$ cat config.mk
export PLATFORM = sky130hd
export DESIGN_NAME = alu_seq
export DESIGN_NICKNAME = d
export VERILOG_FILES = /design/src/rtl/alu_seq.sv
export SDC_FILE = /design/constraint.sdc
export NUM_CORES = 1
export LEC_CHECK = 0
export CAP_MARGIN = 20
export CORE_MARGIN = 3
export CORE_UTILIZATION = 49
export CTS_CLUSTER_SIZE = 8
export DETAILED_ROUTE_END_ITERATION = 10
export PLACE_DENSITY_LB_ADDON = 0.12
export SYNTH_ARGS = -nofsm -noshare
export SYNTH_HDL_FRONTEND = slang
export SYNTH_SLANG_ARGS = --single-unit
$ cat constraint.sdc
create_clock -name clk -period 7.79 [get_ports clk]
set_clock_uncertainty 0.1 [all_clocks]
set_input_delay 1.9475 -clock clk [delete_from_list [all_inputs] [get_ports clk]]
set_output_delay 1.9475 -clock clk [all_outputs]
set_load 0.1 [all_outputs]
$ cat src/rtl/alu_seq.sv
// Multi-cycle ALU: single-cycle add/sub/logic/shift, iterative shift-add multiply and an
// optional restoring divider, ARM-style NZCV flags, valid/ready on both sides.
// Build option: define ALU_SEQ_DIV_EN to compile in the UDIV/UREM divider.
module alu_seq #(
  parameter int unsigned N      = 32,
  parameter int unsigned UNROLL = 1
) (
  input  logic         clk,
  input  logic         reset_n,
  input  logic         in_valid,
  output logic         in_ready,
  input  logic [3:0]   op,
  input  logic [N-1:0] a,
  input  logic [N-1:0] b,
  output logic         out_valid,
  input  logic         out_ready,
  output logic [N-1:0] result,
  output logic [3:0]   nzcv
);

  localparam int unsigned SW    = $clog2(N);
  localparam int unsigned CW    = $clog2(N);
  localparam int unsigned STEPS = N / UNROLL;

  localparam logic [3:0] OpAdd  = 4'b0000;
  localparam logic [3:0] OpSub  = 4'b0001;
  localparam logic [3:0] OpMul  = 4'b0100;
  localparam logic [3:0] OpAnd  = 4'b1000;
  localparam logic [3:0] OpOrr  = 4'b1001;
  localparam logic [3:0] OpEor  = 4'b1010;
  localparam logic [3:0] OpLsl  = 4'b1011;
  localparam logic [3:0] OpLsr  = 4'b1100;
  localparam logic [3:0] OpAsr  = 4'b1101;
`ifdef ALU_SEQ_DIV_EN
  localparam logic [3:0] OpUdiv = 4'b0110;
  localparam logic [3:0] OpUrem = 4'b0111;

  typedef enum logic [1:0] {StIdle, StMul, StDone, StDiv} state_t;
`else
  typedef enum logic [1:0] {StIdle, StMul, StDone} state_t;
`endif

  state_t         state_q, state_d;
  // ma: multiplicand / divisor, mb: multiplier / dividend-quotient, acc: product / remainder
  logic [N-1:0]   ma_q, ma_d, mb_q, mb_d, acc_q, acc_d;
  logic [N-1:0]   result_q, result_d;
  logic [3:0]     nzcv_q, nzcv_d;
  logic [CW-1:0]  cnt_q, cnt_d;

  logic [N-1:0]   sc_res;
  logic           sc_c, sc_v;
  logic [N:0]     sc_wide;
  logic [SW-1:0]  amt;
  logic [N-1:0]   mul_acc_nxt;

`ifdef ALU_SEQ_DIV_EN
  logic           sel_rem_q, sel_rem_d, dz_q, dz_d;
  logic [N:0]     div_shift;
  logic           div_ge;
  logic [N-1:0]   div_sub, div_rem_nxt, div_quo_nxt, div_res;
`endif

  assign amt       = b[SW-1:0];
  assign in_ready  = (state_q == StIdle);
  assign out_valid = (state_q == StDone);
  assign result    = result_q;
  assign nzcv      = nzcv_q;

  // Single-cycle datapath: result plus C/V for the op on the live inputs
  always_comb begin
    sc_res  = '0;
    sc_c    = 1'b0;
    sc_v    = 1'b0;
    sc_wide = '0;
    case (op)
      OpAdd: begin
        sc_wide = {1'b0, a} + {1'b0, b};
        sc_res  = sc_wide[N-1:0];
        sc_c    = sc_wide[N];
        sc_v    = (a[N-1] == b[N-1]) && (sc_res[N-1] != a[N-1]);
      end
      OpSub: begin
        sc_wide = {1'b0, a} + {1'b0, ~b} + {{N{1'b0}}, 1'b1};
        sc_res  = sc_wide[N-1:0];
        sc_c    = sc_wide[N];
        sc_v    = (a[N-1] != b[N-1]) && (sc_res[N-1] != a[N-1]);
      end
      OpAnd: sc_res = a & b;
      OpOrr: sc_res = a | b;
      OpEor: sc_res = a ^ b;
      // Shifts carry an extra guard bit so the last bit shifted out lands there (0 for amt 0)
      OpLsl: begin
        sc_wide = {1'b0, a} << amt;
        sc_res  = sc_wide[N-1:0];
        sc_c    = sc_wide[N];
      end
      OpLsr: begin
        sc_wide = {a, 1'b0} >> amt;
        sc_res  = sc_wide[N:1];
        sc_c    = sc_wide[0];
      end
      OpAsr: begin
        sc_wide = $signed({a, 1'b0}) >>> amt;
        sc_res  = sc_wide[N:1];
        sc_c    = sc_wide[0];
      end
      default: ;
    endcase
  end

  // One multiply step: add shifted multiplicand for each of the UNROLL low multiplier bits
  always_comb begin
    mul_acc_nxt = acc_q;
    for (int i = 0; i < int'(UNROLL); i++) begin
      if (mb_q[i]) mul_acc_nxt = mul_acc_nxt + (ma_q << i);
    end
  end

`ifdef ALU_SEQ_DIV_EN
  // One restoring-division step; b==0 naturally yields all-ones quotient and remainder a
  always_comb begin
    div_shift   = {acc_q, mb_q[N-1]};
    div_ge      = (div_shift >= {1'b0, ma_q});
    div_sub     = div_shift[N-1:0] - ma_q;
    div_rem_nxt = div_ge ? div_sub : div_shift[N-1:0];
    div_quo_nxt = {mb_q[N-2:0], div_ge};
    div_res     = sel_rem_q ? div_rem_nxt : div_quo_nxt;
  end
`endif

  // Next-state, iteration and result/flag capture
  always_comb begin
    state_d   = state_q;
    ma_d      = ma_q;
    mb_d      = mb_q;
    acc_d     = acc_q;
    cnt_d     = cnt_q;
    result_d  = result_q;
    nzcv_d    = nzcv_q;
`ifdef ALU_SEQ_DIV_EN
    sel_rem_d = sel_rem_q;
    dz_d      = dz_q;
`endif
    case (state_q)
      StIdle: begin
        if (in_valid) begin
          if (op == OpMul) begin
            ma_d    = a;
            mb_d    = b;
            acc_d   = '0;
            cnt_d   = '0;
            state_d = StMul;
`ifdef ALU_SEQ_DIV_EN
          end else if (op == OpUdiv || op == OpUrem) begin
            ma_d      = b;
            mb_d      = a;
            acc_d     = '0;
            cnt_d     = '0;
            sel_rem_d = (op == OpUrem);
            dz_d      = (b == '0);
            state_d   = StDiv;
`endif
          end else begin
            result_d = sc_res;
            nzcv_d   = {sc_res[N-1], (sc_res == '0), sc_c, sc_v};
            state_d  = StDone;
          end
        end
      end
      StMul: begin
        acc_d = mul_acc_nxt;
        ma_d  = ma_q << UNROLL;
        mb_d  = mb_q >> UNROLL;
        cnt_d = cnt_q + 1'b1;
        if (cnt_q == CW'(STEPS - 1)) begin
          result_d = mul_acc_nxt;
          nzcv_d   = {mul_acc_nxt[N-1], (mul_acc_nxt == '0), 2'b00};
          state_d  = StDone;
        end
      end
`ifdef ALU_SEQ_DIV_EN
      StDiv: begin
        acc_d = div_rem_nxt;
        mb_d  = div_quo_nxt;
        cnt_d = cnt_q + 1'b1;
        if (cnt_q == CW'(N - 1)) begin
          result_d = div_res;
          nzcv_d   = {div_res[N-1], (div_res == '0), 1'b0, dz_q};
          state_d  = StDone;
        end
      end
`endif
      StDone: begin
        if (out_ready) state_d = StIdle;
      end
      default: state_d = StIdle;
    endcase
  end

  // State and datapath registers; reset aborts any operation in flight
  always_ff @(posedge clk or negedge reset_n) begin
    if (!reset_n) begin
      state_q   <= StIdle;
      ma_q      <= '0;
      mb_q      <= '0;
      acc_q     <= '0;
      cnt_q     <= '0;
      result_q  <= '0;
      nzcv_q    <= '0;
`ifdef ALU_SEQ_DIV_EN
      sel_rem_q <= 1'b0;
      dz_q      <= 1'b0;
`endif
    end else begin
      state_q   <= state_d;
      ma_q      <= ma_d;
      mb_q      <= mb_d;
      acc_q     <= acc_d;
      cnt_q     <= cnt_d;
      result_q  <= result_d;
      nzcv_q    <= nzcv_d;
`ifdef ALU_SEQ_DIV_EN
      sel_rem_q <= sel_rem_d;
      dz_q      <= dz_d;
`endif
    end
  end

endmodule
==> run_results.csv <==
group,metric,value,unit
outcome,status,"complete, no violations",
power_and_ir_drop,power_frac_comb,62.3,%
route,routed-via-count,20200,
final_layout,fillers,3387,
floorplanning,initial_core_util,50.1,%
floorplanning,fp.dieW,197,microns
global_routing,grt_pass1_wl,122,mm
setup_path,worstSetupPathType,"input port to flop",
placement,hpwl,61.4,mm
final_layout,stdcell_count,2816,
power_and_ir_drop,p_leak,0.00841,uW
global_routing,antenna_found_initial,3,
clock_network,ctsHtreeMaxLevel,4,
yosys,yosys_warnings,0,
floorplanning,core_area,0.0357,sq mm
route,drt_iter0_markers,2726,
clock_network,cts-root-buf,"clkbuf_16",
clock_network,cts.sinks,138,
yosys,netlist_instances,2327,
clock_network,cts_tree,"yes",
flow_run,maxCapViolCount,0,
yosys,synth_simple_gate_area_share,20.9,%
yosys,synth_xor_area_share,1.22,%
placement,dp_slack,903,ps
clock_network,clk_pin_slew,70,ps
final_layout,nets,2554,
yosys,synth_cell_types,96,
yosys,synth_top_family_by_area,"compound AO/OA/AOI/OAI gates",
yosys,synth_edf_count,0,
setup_path,reg2reg_depth,13,
setup_path,cp.depth,14,
timing,drv_slew,0,
yosys,ys.flop_type,"dfrtp_1",
yosys,yosys-top-cells-area,"dfrtp_1 (19%), ha_1 (9.7%), nand2_1 (6.3%)",
placement,place_area,0.0193,sq mm
setup_path,reg2reg_slack,3570,ps
route,wirelength,82.8,mm
clock_network,cts_setup_buffers,0,
clock_network,clockBufferDepth,2,
route,avgRoutedWirePerCell,29.4,microns
clock_network,ctsResizeCount,0,
global_routing,grt_usage,41.7,%
timing,rsz0062_at_grt,"no",
timing,finalHoldViolCount,0,
power_and_ir_drop,powerDensity,292,mW/mm^2
setup_path,cp_num_buf_inv,2,
power_and_ir_drop,netSwitchingFraction,52.5,%
yosys,synthAdderAreaFrac,10.1,%
timing,fin_ws,1200,ps
clock_network,clk_latency,470,ps
floorplanning,rows,69,
timing,worst_slew_pin_slew,1110,ps
final_layout,drive_gt1_share,9.01,%
yosys,synthMostInstantiatedCell,"nand2_1",
global_routing,grt_overflow,0,
route,drc,0,
placement,io_buffer_count,109,
timing,relSlewSlack,25.7,%
timing,post-route-period-util,84.5,%
timing,fin_crit,6590,ps
yosys,synthTopCellsByCount,"nand2_1 (300), nor2_1 (211), o21ai_0 (141)",
route,drtAntennaViolNets,0,
yosys,synth-seq-area-share,19.3,%
power_and_ir_drop,p_switching,3040,uW
setup_path,cp-start-kind,"input port",
placement,placed_cells,2782,
power_and_ir_drop,p_seq_share,22.2,%
yosys,yosysTopAreaCellShare,19.3,%
final_layout,area_growth,11.0,%
floorplanning,design.die.area,0.0388,sq mm
setup_path,cp_cell_sequence,"clkdlybuf4s50_1, inv_1, fa_1, nor2b_1, o31a_1, o21ai_0, a221o_1, a21oi_1, nor4b_1, nand3_1, nor4_1, nand4_1, or4_1, nand3_1",
placement,gp_congestion,1.10,
clock_network,cts_made_buffers,17,
setup_path,slowest_delay,800,ps
yosys,yosys.area.top_type,"dfrtp_1",
clock_network,cts_hold_buf,0,
yosys,ys_ff_latch,138,
power_and_ir_drop,internal_power,2750,uW
setup_path,crit_top_cell,"nand3_1",
setup_path,crit_family,"simple AND/OR/NAND/NOR gates",
timing,setup_tns,0,ps
final_layout,final_area,0.0199,sq mm
setup_path,critical_path.max_fanout,11,
floorplanning,die_h,197,microns
yosys,synth_area_per_cell,7.69,sq um
setup_path,critPathCaptureType,"flop",
global_routing,grt_pass1_vias,19100,
timing,final-setup-viol-count,0,
route,vias_per_cell,7.17,
min_path,hold_path_class,"flop to flop",
power_and_ir_drop,peakVddDrop,0.166,mV
global_routing,grt_max_degree,85,
setup_path,cpMaxStageDelayCell,"nor4b_1",
setup_path,worstPathRequired,8080,ps
yosys,synthMuxAreaShare,12.5,%
power_and_ir_drop,clock_power_share,15.4,%
floorplanning,ioPinCount,110,
yosys,ys_async_sr_fraction,100,%
timing,fmax,152,MHz
yosys,synth_nets,2541,
min_path,holdPathStages,2,
setup_path,timing.critical_path.arrival,6880,ps
yosys,synth_compound_area_share,29.4,%
yosys,netlist_area,0.0179,sq mm
route,firstDrtPassIters,6,
-- layout make-up --
cell class / count / area, sq um / area share (%)
clock buffer: 17 / 425 / 2.14
sequential: 138 / 3450 / 17.4
tap: 461 / 577 / 2.90
timing repair buffer: 171 / 1540 / 7.76
inverter: 109 / 409 / 2.06
multi-input combinational: 1903 / 13300 / 66.8
clock inverter: 15 / 178 / 0.894
antenna: 2 / 5.00 / 0.0252
-- flip-flops by register name, indices dropped and copies added, names as in the netlist --
register / flops
state_q: 2
mb_q: 32
cnt_q: 5
ma_q: 32
nzcv: 3
acc_q: 32
result: 32
-- cell usage in the layout (no fill, tap or decap), types with 12 or more instances in the layout --
cell type        count
mux4_2              40
o21a_1              14
nor2_1             210
nand2_1            300
nand4_1             19
ha_1               139
nand2b_1            22
nor3_1              46
or3_1               13
a221oi_1            15
mux2_2              26
nand3b_1            14
nor2b_1             23
a22oi_1             27
o21ai_0            141
o221ai_1            24
clkbuf_16           17
and2_1              12
and3_1              20
a21oi_1            139
a211oi_1            58
dfrtp_1            138
xnor2_1             14
nand3_1             38
clkdlybuf4s50_1    102
o22ai_1             49
nor4_1              20
a31oi_1             86
mux2i_1             86
a21o_1              32
inv_1              106
o211ai_1            33
o31ai_1             12
a221o_1             14
buf_4               62
-- per-layer routing --
layer  wire, microns  GRT usage (%)  vias to the layer above  part of all wire (%)
li1                -              -                     8752                     -
met1           32000           54.1                     9648                    39
met2           35300           63.3                     1464                    43
met3            9840           11.2                      313                    12
met4            5600           23.3                        6                   6.8
met5              39              0                        -                 0.047
-- worst paths after layout --
check                           start         end
min                        result[20]  result[20]
min in group asynchronous     reset_n   acc_q[11]
max reg2reg                   ma_q[0]     nzcv[2]
min reg2reg                result[20]  result[20]
max                              a[1]     nzcv[2]
max in group asynchronous     reset_n  result[21]
-- power by group through the flow --
| stage | combinational (uW) | clock, uW | sequential, uW |
|---|---|---|---|
| 2_1_floorplan | 2220 | 0 | 1570 |
| 3_3_place_gp | 3440 | 0 | 1280 |
| 3_5_place_dp | 3500 | 0 | 1290 |
| 4_1_cts | 3520 | 894 | 1280 |
| 5_1_grt | 3890 | 923 | 1320 |
| 6_report | 3610 | 894 | 1290 |
-- tightest hold or removal path: stages, from the launching register on --
cell and delay [ps]:
dfrtp_1 340, nand2_1 50, nand2_1 50
-- per-stage QoR --
step	hold WS, ps	utilization [%]	total power, uW
after floorplan	373	-	3780
after global placement	354	53.9	4720
after detailed placement	356	53.9	4790
after CTS	371	55.6	5690
after global routing	395	55.6	6130
final	365	55.6	5790
-- kinds of logic (layout without fill, tap and decap cells) --
logic type      count (synthesis)  after routing
xor+xnor                       25             25
other cells                     0              2
buf+inv                       286            312
flops                         138            138
fa+ha+maj                     142            142
simple gates                  797            797
compound gates                777            777
mux                           162            162
Note: power is estimated with default switching activity, not from simulation.
